===== src/rtl/c7bicu_pkg.sv =====
// Shared definitions for the c7bicu instruction-fetch front end: FSM encodings and line geometry.
package c7bicu_pkg;

  typedef enum logic [1:0] {
    ICU_IDLE = 2'd0,
    ICU_REQ  = 2'd1,
    ICU_WAIT = 2'd2
  } icu_state_e;

  localparam int unsigned ICU_LINE_BYTES = 8;
  localparam int unsigned ICU_OFS_W      = $clog2(ICU_LINE_BYTES);

endpackage


===== src/rtl/c7bicu_lbuf.sv =====
// Single-entry line buffer: tag/data/valid storage, hit compare, invalidate (wins over a same-cycle fill).
module c7bicu_lbuf
  import c7bicu_pkg::*;
#(
  parameter int TW = 29,
  parameter int DW = 64
) (
  input  logic          clk,
  input  logic          reset,
  input  logic [TW-1:0] lookup_tag_i,
  input  logic          lookup_inv_i,
  output logic          hit_o,
  output logic [DW-1:0] data_o,
  input  logic          fill_i,
  input  logic [TW-1:0] fill_tag_i,
  input  logic [DW-1:0] fill_data_i,
  input  logic          inv_i
);

  logic          vld_q;
  logic [TW-1:0] tag_q;
  logic [DW-1:0] data_q;

  always_ff @(posedge clk or posedge reset) begin
    if (reset) begin
      vld_q  <= 1'b0;
      tag_q  <= '0;
      data_q <= '0;
    end else if (inv_i) begin
      vld_q  <= 1'b0;
    end else if (fill_i) begin
      vld_q  <= 1'b1;
      tag_q  <= fill_tag_i;
      data_q <= fill_data_i;
    end
  end

  // An invalidate arriving with the lookup must not be bypassed by a stale hit.
  assign hit_o  = vld_q & (tag_q == lookup_tag_i) & ~lookup_inv_i;
  assign data_o = data_q;

endmodule


===== src/rtl/c7bicu.sv =====
// ICU front end: one outstanding IFU fetch forwarded to the BIU, line returned as a 1-cycle ic2 pulse.
// Optional single-entry line buffer enabled by defining C7B_ICU_LBUF_EN.
module c7bicu
  import c7bicu_pkg::*;
#(
  parameter int AW = 32,
  parameter int DW = 64
) (
  input  logic          clk,
  input  logic          reset,
  input  logic [AW-1:0] ifu_icu_addr_ic1,
  input  logic          ifu_icu_req_ic1,
  output logic          icu_ifu_ack_ic1,
  output logic          icu_ifu_data_valid_ic2,
  output logic [DW-1:0] icu_ifu_data_ic2,
  output logic          icu_ifu_err_ic2,
  input  logic          ifu_icu_inv,
  output logic          icu_biu_req,
  output logic [AW-1:0] icu_biu_addr,
  input  logic          biu_icu_ack,
  input  logic          biu_icu_data_vld,
  input  logic [DW-1:0] biu_icu_data,
  input  logic          biu_icu_err
);

  icu_state_e    state_q, state_d;
  logic [AW-1:0] addr_q, addr_d;
  logic [DW-1:0] data_q, data_d;
  logic          err_q, err_d;
  logic          vld_q, vld_d;
  logic          fill_done;
  logic          lb_hit;
  logic [DW-1:0] lb_data;

  assign icu_ifu_ack_ic1 = ifu_icu_req_ic1 & (state_q == ICU_IDLE);

  always_comb begin
    state_d     = state_q;
    addr_d      = addr_q;
    data_d      = data_q;
    err_d       = err_q;
    vld_d       = 1'b0;
    icu_biu_req = 1'b0;
    fill_done   = 1'b0;
    case (state_q)
      ICU_IDLE: begin
        if (icu_ifu_ack_ic1) begin
          if (lb_hit) begin
            vld_d  = 1'b1;
            data_d = lb_data;
            err_d  = 1'b0;
          end else begin
            state_d = ICU_REQ;
            addr_d  = {ifu_icu_addr_ic1[AW-1:ICU_OFS_W], {ICU_OFS_W{1'b0}}};
          end
        end
      end
      ICU_REQ: begin
        icu_biu_req = 1'b1;
        if (biu_icu_ack) state_d = ICU_WAIT;
        fill_done = biu_icu_ack & biu_icu_data_vld;
      end
      ICU_WAIT: fill_done = biu_icu_data_vld;
      default:  state_d = ICU_IDLE;
    endcase
    // Data returned in REQ without an ack, or in IDLE, is never treated as ours.
    if (fill_done) begin
      state_d = ICU_IDLE;
      vld_d   = 1'b1;
      data_d  = biu_icu_data;
      err_d   = biu_icu_err;
    end
  end

  always_ff @(posedge clk or posedge reset) begin
    if (reset) begin
      state_q <= ICU_IDLE;
      addr_q  <= '0;
      data_q  <= '0;
      err_q   <= 1'b0;
      vld_q   <= 1'b0;
    end else begin
      state_q <= state_d;
      addr_q  <= addr_d;
      data_q  <= data_d;
      err_q   <= err_d;
      vld_q   <= vld_d;
    end
  end

  assign icu_biu_addr           = addr_q;
  assign icu_ifu_data_valid_ic2 = vld_q;
  assign icu_ifu_data_ic2       = data_q;
  assign icu_ifu_err_ic2        = err_q;

`ifdef C7B_ICU_LBUF_EN
  c7bicu_lbuf #(
    .TW(AW - ICU_OFS_W),
    .DW(DW)
  ) u_lbuf (
    .clk          (clk),
    .reset        (reset),
    .lookup_tag_i (ifu_icu_addr_ic1[AW-1:ICU_OFS_W]),
    .lookup_inv_i (ifu_icu_inv),
    .hit_o        (lb_hit),
    .data_o       (lb_data),
    .fill_i       (fill_done & ~biu_icu_err),
    .fill_tag_i   (addr_q[AW-1:ICU_OFS_W]),
    .fill_data_i  (biu_icu_data),
    .inv_i        (ifu_icu_inv | (fill_done & biu_icu_err))
  );
`else
  assign lb_hit  = 1'b0;
  assign lb_data = '0;
  logic unused_inv;
  assign unused_inv = ifu_icu_inv;
`endif

  logic unused_ofs;
  assign unused_ofs = ^ifu_icu_addr_ic1[ICU_OFS_W-1:0];

endmodule

===== config.mk =====
export PLATFORM = sky130hd
export DESIGN_NAME = c7bicu
export DESIGN_NICKNAME = d
export VERILOG_FILES = /design/src/rtl/c7bicu_pkg.sv /design/src/rtl/c7bicu_lbuf.sv /design/src/rtl/c7bicu.sv
export SDC_FILE = /design/constraint.sdc
export NUM_CORES = 1
export LEC_CHECK = 0
export ABC_AREA = 1
export BUFFER_PORTS_ARGS = -buffer_cell sky130_fd_sc_hd__buf_2
export CORE_ASPECT_RATIO = 1.2
export CORE_UTILIZATION = 40
export CTS_CLUSTER_SIZE = 25
export DETAILED_ROUTE_END_ITERATION = 16
export HOLD_SLACK_MARGIN = 0.08
export PLACE_DENSITY_LB_ADDON = 0.2
export SLEW_MARGIN = 10
export SYNTH_ARGS = -nofsm -noshare
export SYNTH_HDL_FRONTEND = slang
export SYNTH_SLANG_ARGS = --single-unit
export TNS_END_PERCENT = 5

===== constraint.sdc =====
create_clock -name clk -period 2.7 [get_ports clk]
set_input_delay 0.27 -clock clk [delete_from_list [all_inputs] [get_ports clk]]
set_output_delay 0.27 -clock clk [all_outputs]
set_load 0.1 [all_outputs]

# After elaboration in Yosys (flattened, before gate mapping)
# Cells that the tools add are included.
word_totals:
  inputBits: 103
  register_bits: 97
  word_cells: 22
op_classes:
  bitwise_logic: 2
  n_eq_ne: 5
  mux: 7
  reduce_logical: 3
op_table:
  columns: ["op", "n"]
  rows:
  - ["2-bit 2-to-1 mux", 3]
  - ["3-bit != test, second input constant", 2]
  - ["2-bit one-hot mux with 3 select lines", 1]
  - ["3-bit AND reduction", 1]
  - ["1-bit AND", 2]
  - ["2-bit by 1-bit equality test with 1-bit output, second input constant", 1]
  - ["2-bit equality test, second input constant", 1]
  - ["2-bit logical NOT", 1]
  - ["1-bit 2-to-1 mux", 2]
  - ["2-bit != test, second input constant", 1]
  - ["1-bit one-hot mux with 2 select lines", 1]
  - ["2-bit AND reduction", 1]

# Longest topological paths before layout
# Gate-level depths: netlist of the first run.
logic_depth:
  ltp_word: 5
  mapped_depth: 10
  ltp_nobuf: 8

# Worst setup path before layout of the first run
# Ideal clock, no wire load.
synth_timing:
  path_type: "register to register"
  from: "reg state_q[1]"
  to: "reg data_q[12], in the netlist icu_ifu_data_ic2[12]"
  stages_incl_launch_ff: 10
  period_less_slack_ns: 2.150
  setup_ns: 0.120
  t_arrival_ns: 2.030
  path_slack_ns: 0.550
  path_cell_list: "dfrtp_1 > inv_1 > ha_1 > nand2_1 > nand2_1 > nand2_2 > buf_6 > buf_2 > nand2_1 > nand2_1"
synth_via:
  elab_chain_cells: 2
  word_cells_on_any_way: 3
synth_lines:
  columns: ["element", "line_no", "source"]
  rows:
  - ["start, declared", "c7bicu.sv:26", "icu_state_e state_q, state_d;"]
  - ["start signal, assigned", "c7bicu.sv:83", "state_q <= state_d;"]
  - ["2-bit equality test / 2-bit by 1-bit equality test with 1-bit output (equally long branches)", "c7bicu.sv:45", "case (state_q)"]
  - ["1-bit one-hot mux with 2 select lines (*)", "c7bicu.sv:45", null]
  - ["end signal, assigned", "c7bicu.sv:85", "data_q <= data_d;"]
  - ["end, declared", "c7bicu.sv:28", "logic [DW-1:0] data_q, data_d;"]
# Every way passes the cells marked *; elsewhere a longest branch is shown, timed or not.
# A chain may end at the register's enable or synchronous reset.

# Worst setup path after layout of the first run
layout_timing:
  from: "reg state_q[0]"
  to: "out icu_ifu_ack_ic1"
layout_via:
  elab_chain_cells: 2
layout_lines:
  columns: ["element", "line_no", "source"]
  rows:
  - ["2-bit logical NOT", "c7bicu.sv:35", "assign icu_ifu_ack_ic1 = ifu_icu_req_ic1 & (state_q == ICU_IDLE);"]
  - ["1-bit AND", "c7bicu.sv:35", null]
  - ["end, declared", "c7bicu.sv:13", "output logic icu_ifu_ack_ic1,"]
# No other way between the ends.

==> results of run 1 <==
## flip-flops by register name (all words and copies together), names as in the netlist
name / cells
icu_ifu_data_ic2: 64
icu_biu_addr: 29
state_q: 2
icu_ifu_data_valid_ic2: 1
icu_ifu_err_ic2: 1
## cells in the mapped netlist
cell type | n | area (um^2)
buf_4 | 4 | 30.0
conb_1 | 1 | 3.75
nand3_1 | 4 | 20.0
buf_2 | 8 | 40.0
ha_1 | 4 | 50.1
dfrtp_1 | 97 | 2430
nor2_1 | 1 | 3.75
nand2_2 | 1 | 6.26
buf_6 | 6 | 67.6
nand2_1 | 292 | 1100
inv_2 | 1 | 3.75
clkbuf_1 | 5 | 18.8
inv_1 | 8 | 30.0
## final cells by class
| class | count | area, um^2 |
|---|---|---|
| clock inverters | 1 | 5.00 |
| multi-input cells | 305 | 1190 |
| inverters | 9 | 37.5 |
| fillers | 874 | 4110 |
| flip-flops and latches | 97 | 2430 |
| repair buffers | 201 | 1060 |
| well taps | 120 | 150 |
| clock buffers | 12 | 145 |
## critical path, delay by kind of cell, from the launching register on
kind                       cells  cell delay [ps]
buffers and inverters          3              900
and+or+nand+nor                1               70
adders and majority gates      1              180
DFF                            1              400
## metal layers
layer,routed length [um],up-vias,global-route usage (%)
met5,0,-,0
met4,143,0,7.03
met3,713,10,5.79
met2,4050,122,30.1
met1,3680,1450,22.5
li1,-,1655,-
## kinds of logic (layout without fill, tap and decap cells)
| kind of cell | count (synthesis) | count (layout) |
|---|---|---|
| flip-flops | 97 | 97 |
| AND/OR/NAND/NOR | 298 | 298 |
| buffers and inverters | 32 | 223 |
| adder cells (fa/ha/maj) | 4 | 4 |
| other | 1 | 3 |
## final timing paths
kind,from,end,slack [ps],cells after the start
worst max-delay path,state_q[0],icu_ifu_ack_ic1,530,5
max in group asynchronous,reset,icu_biu_addr[26],1700,4
min in group asynchronous,reset,icu_ifu_data_ic2[6],610,4
worst max register to register,state_q[0],state_q[0],820,9
worst min-delay path,biu_icu_data[63],icu_ifu_data_ic2[63],110,3
worst min register to register,icu_ifu_data_ic2[1],icu_ifu_data_ic2[1],480,2
## stage by stage
| stage | cell area, um^2 | hold WS, ps |
|---|---|---|
| detailed placement | 4860 | 459 |
| global placement | 4860 | 457 |
| global route | 5020 | 98.5 |
| finish | 5020 | 114 |
| floorplan | 3810 | 380 |
| CTS | 5020 | 93.8 |
==> results.md, run 1 <==
- Postcts setup bufs: 0
- Post-Syn Area per Cell: 8.79 um^2
- Most frequent cells in the layout: nand2_1, buf_2, dfrtp_1
- Number of global-route vias before repair: 3200
- First-pass GRT wire length: 14300 um
- Layout Nets: 730
- Crit path largest cell delay: 510 ps
- Via-per-instance ratio: 4.34
- XOR/XNOR Fraction of Synth Area: 0%
- Synth Area in Adders: 1.32%
- CP cell instances: inv_1 -> ha_1 -> nand2_1 -> inv_1 -> buf_12
- CTS resizes: 0
- Clk sink count: 97
- Cts bufs inserted: 9
- Data arrival, critical path: 1900 ps
- Most common cell after layout, fill and taps aside: nand2_1
- Fin. Hold Viols: 0
- Hold Crit Class: primary input to flip-flop
- CTS tree: done
- Core ar.: 0.00913 mm^2
- Simple-Gate Fraction of Synth Area: 29.7%
- Sequential area share after synthesis: 63.9%
- Slew Limit Fails: 0
- Clock slew at reported path FFs: 80 ps
- DRT Pass-1 Iters: 4
- Slew @ Worst Pin: 696 ps
- Initial antenna violation count: 0
- Clock Skew: 5.66 ps
- Port bufs: 195
- Flops & latches, synth: 97
- Share of post-route cells with drive strength above 1: 34.2%
- Critical-path top delay cell: inv_1
- Critical path type: flip-flop to output pin
- Fin util: 54.9%
- Area fraction in compound gates after synthesis: 0%
- Tcrit/Tclk final: 80.3%
- Ports: 203
- Die H: 109 um
- Syn Inst Count: 432
- Final Non-Filler Cells: 745
- Slew Limit Headroom: 53.6%
- Drt total wl: 8580 um
- DRC violations left: 0
- RSZ-0062 raised after global routing: false
- Grt total ovfl: 0
- First DRT Iteration DRCs: 130
- DR vias: 3237
- Cell mode on critical path: inv_1
- Largest net degree at the start of global routing: 98
- Crit path required time: 2430 ps
- Hold_buf cts: 1
- Routed WL per cell: 11.5 um
- # setup viols final: 0
- Clock Latency Late Sink: 340 ps
- Worst setup EP type: output pin
- Hpwl dp: 5950 um
- Root Buffer: clkbuf_8
- Rows: 38
- Crit path launch type: flip-flop
- Initial Utilization: 41.6%
- Mapped Area: 0.00380 mm^2
- N_diodes: 0
- Worst slack at placement: 820 ps
- GP Congestion: 0.712
- Post-DRT Antenna Nets: 0
- Placed Cells: 731
- FMAX: 462 MHz
- Outcome: finished, final reports clean
- Netlist cell types: 13
- Tmin final: 2170 ps
- Max Root-Sink Buffers: 2
- Synth warn: 0
- Synth-to-Final Area Change: 32.1%
- CTS H-Tree Depth: 3
- Largest family of logic cells by synthesized area: simple AND/OR/NAND/NOR gates
- GRT Overall Usage: 18.2%
- Max cap viols: 0
- Setup_tns: 0 ps
- Die area: 0.00989 mm^2
- Crit-path max FO: 21
- Post-route setup slack: 533 ps
- Multiplexer share of the synthesized area: 0%
- Horiz. Die Dim: 90.9 um
Power of run 1 is left out: the tool's default activity adds up to more than one toggle a clock period on the data nets, which glitch-free logic cannot reach.
==> run 2: changes to the inputs <==
- CORE_UTILIZATION: 40 -> 45
- clock period: 2.7 -> 2.1 ns (I/O delays scaled with it)
==> run 2 against run 1 <==
  * Sequential share of layout area decreased by 8.1 points
  * Die area fell by 11%
  * First-iteration DRC count increased by 34%
  * Core utilization rose by 19 points
  * Clock skew increased by 2.1 ps
  * Critical path depth stayed put
  * Non-clock buffer count rose by 98
  * Flip-flop and latch count is the same
  * Final area rose by 20%
==> results.md, run 2 (synthesized netlist as in run 1, its figures left out) <==
- Outcome: finished, final reports clean
- Share of post-route cells with drive strength above 1: 30.3% (-3.9 points)
- Data arrival, critical path: 1740 ps (-160 ps)
- Worst R2R Start: state_q[0]
- Fin util: 73.8% (+19 points)
- Initial antenna violation count: 0 (unchanged)
- GP Congestion: 0.725 (+1.9%)
- Clock slew at reported path FFs: 80 ps (about the same)
- Most common cell after layout, fill and taps aside: nand2_1
- Hold Crit Class: primary input to flip-flop
- Critical path type: flip-flop to output pin
- Max reg flops: 64 (unchanged)
- Clock Latency Late Sink: 350 ps (about the same)
- R2r worst-path depth: 8 (-1)
- Cts bufs inserted: 9 (unchanged)
- Final instance area: 0.00602 mm^2 (+20%)
- Tcrit/Tclk final: 92.8%
- Clock Skew: 7.71 ps (+2.06 ps)
- Worst setup EP type: output pin
- Core ar.: 0.00815 mm^2 (-11%)
- Rows: 36 (-5.3%)
- R2R setup slack: 490 ps (-330 ps)
- Slew @ Worst Pin: 631 ps (-65.1 ps)
- Tmin final: 1950 ps
- Post-DRT Antenna Nets: 0 (unchanged)
- CP Capture Point: icu_ifu_ack_ic1
- Slew Limit Fails: 0 (unchanged)
- Slew Limit Headroom: 57.9% (+4.3 points)
- Crit path launch type: flip-flop
- Crit-path max FO: 14 (-33%)
- GRT Overall Usage: 24.9% (+6.6 points)
- CTS tree: done
- Max Root-Sink Buffers: 2 (unchanged)
- Layout Nets: 828 (+13%)
- Crit path required time: 1890 ps (-540 ps)
- Dpl cell area: 0.00488 mm^2 (+0.46%)
- Horiz. Die Dim: 85.9 um (-5.6%)
- Max cap viols: 0 (unchanged)
- Grt total ovfl: 0 (unchanged)
- Hold_buf cts: 95 (+94)
- Die area: 0.00881 mm^2 (-11%)
- Clk sink count: 97 (unchanged)
- RSZ-0062 raised after global routing: false
- Die H: 103 um (-5.6%)
- Drt total wl: 10800 um (+25%)
- Fin. Hold Viols: 0 (unchanged)
- Reg-to-Reg End: icu_ifu_err_ic2
- FMAX: 513 MHz
- Postcts setup bufs: 0 (unchanged)
- N_diodes: 0 (unchanged)
- Most frequent cells in the layout: nand2_1, buf_2, dfrtp_1
- DR vias: 3778 (+17%)
- Crit path from: state_q[0]
- Initial Utilization: 46.6% (+5.0 points)
- Synth-to-Final Area Change: 58.5%
- # setup viols final: 0 (unchanged)
- DRC violations left: 0 (unchanged)
- # fillers: 563 (-36%)
- First-pass GRT wire length: 16800 um (+18%)
- CTS resizes: 0 (unchanged)
- DRT Pass-1 Iters: 5 (+1)
- Via-per-instance ratio: 4.50 (+3.5%)
- CTS H-Tree Depth: 3 (unchanged)
- Largest net degree at the start of global routing: 47 (-52%)
- Hpwl dp: 6260 um (+5.2%)
- Ports: 203 (unchanged)
- Root Buffer: clkbuf_8
- First DRT Iteration DRCs: 174 (+34%)
- Number of global-route vias before repair: 3737 (+17%)
- Routed WL per cell: 12.8 um (+11%)
- Port bufs: 195 (unchanged)
==> run 2: cell types whose count changed in the layout (fill, tap and decap cells not counted), sizes merged <==
cell	previous run	this run
clkinv	1	2
dlygate4sd3	1	95
bufinv	0	1
buf	200	204
clkbuf	12	13
==> run 2: through the flow <==
step                hold WS, ps  std cells  TNS (ps)  worst slack, ps
floorplan                   320        434      -890            -49.8
finish                      236        840         0              150
global route                255        840         0             39.9
detailed placement          321        729         0              496
global placement            316        729         0              558
CTS                         221        840         0              124
==> run 2: worst max-delay path: stages, from the launching register on <==
cell and delay (ps):
dfrtp_1 400, inv_1 120, ha_1 180, nand2_1 70, inv_1 390, buf_12 240
==> run 2: how the worst min path moves through the flow <==
stage,cells past startpoint,to,slack (ps),from
final,5,state_q[1],240,ifu_icu_req_ic1
after floorplan,2,icu_biu_addr[10],320,ifu_icu_addr_ic1[10]
after global routing,5,state_q[1],260,biu_icu_ack
after CTS,5,state_q[1],220,biu_icu_ack
after detailed placement,2,icu_biu_addr[31],320,reset
after global placement,2,icu_biu_addr[31],320,reset
==> run 2: layout make-up <==
cell class / instances / area, um^2 / share of cell area (%)
inverter: 9 / 37.5 / 0.624
timing repair buffer: 299 / 2030 / 33.8
sequential: 97 / 2430 / 40.3
clock inverter: 3 / 40.0 / 0.665
clock buffer: 13 / 149 / 2.47
tap: 114 / 143 / 2.37
multi-input combinational: 305 / 1190 / 19.7
==> run 2: layer usage <==
layer	vias up	share of wire, %	GRT usage, %
met5	-	0	0
met4	0	3.0	12.7
met3	31	6.1	5.92
met2	158	50	42.6
met1	1738	41	29.5
li1	1851	-	-
Power of run 2 is left out for the same reason.
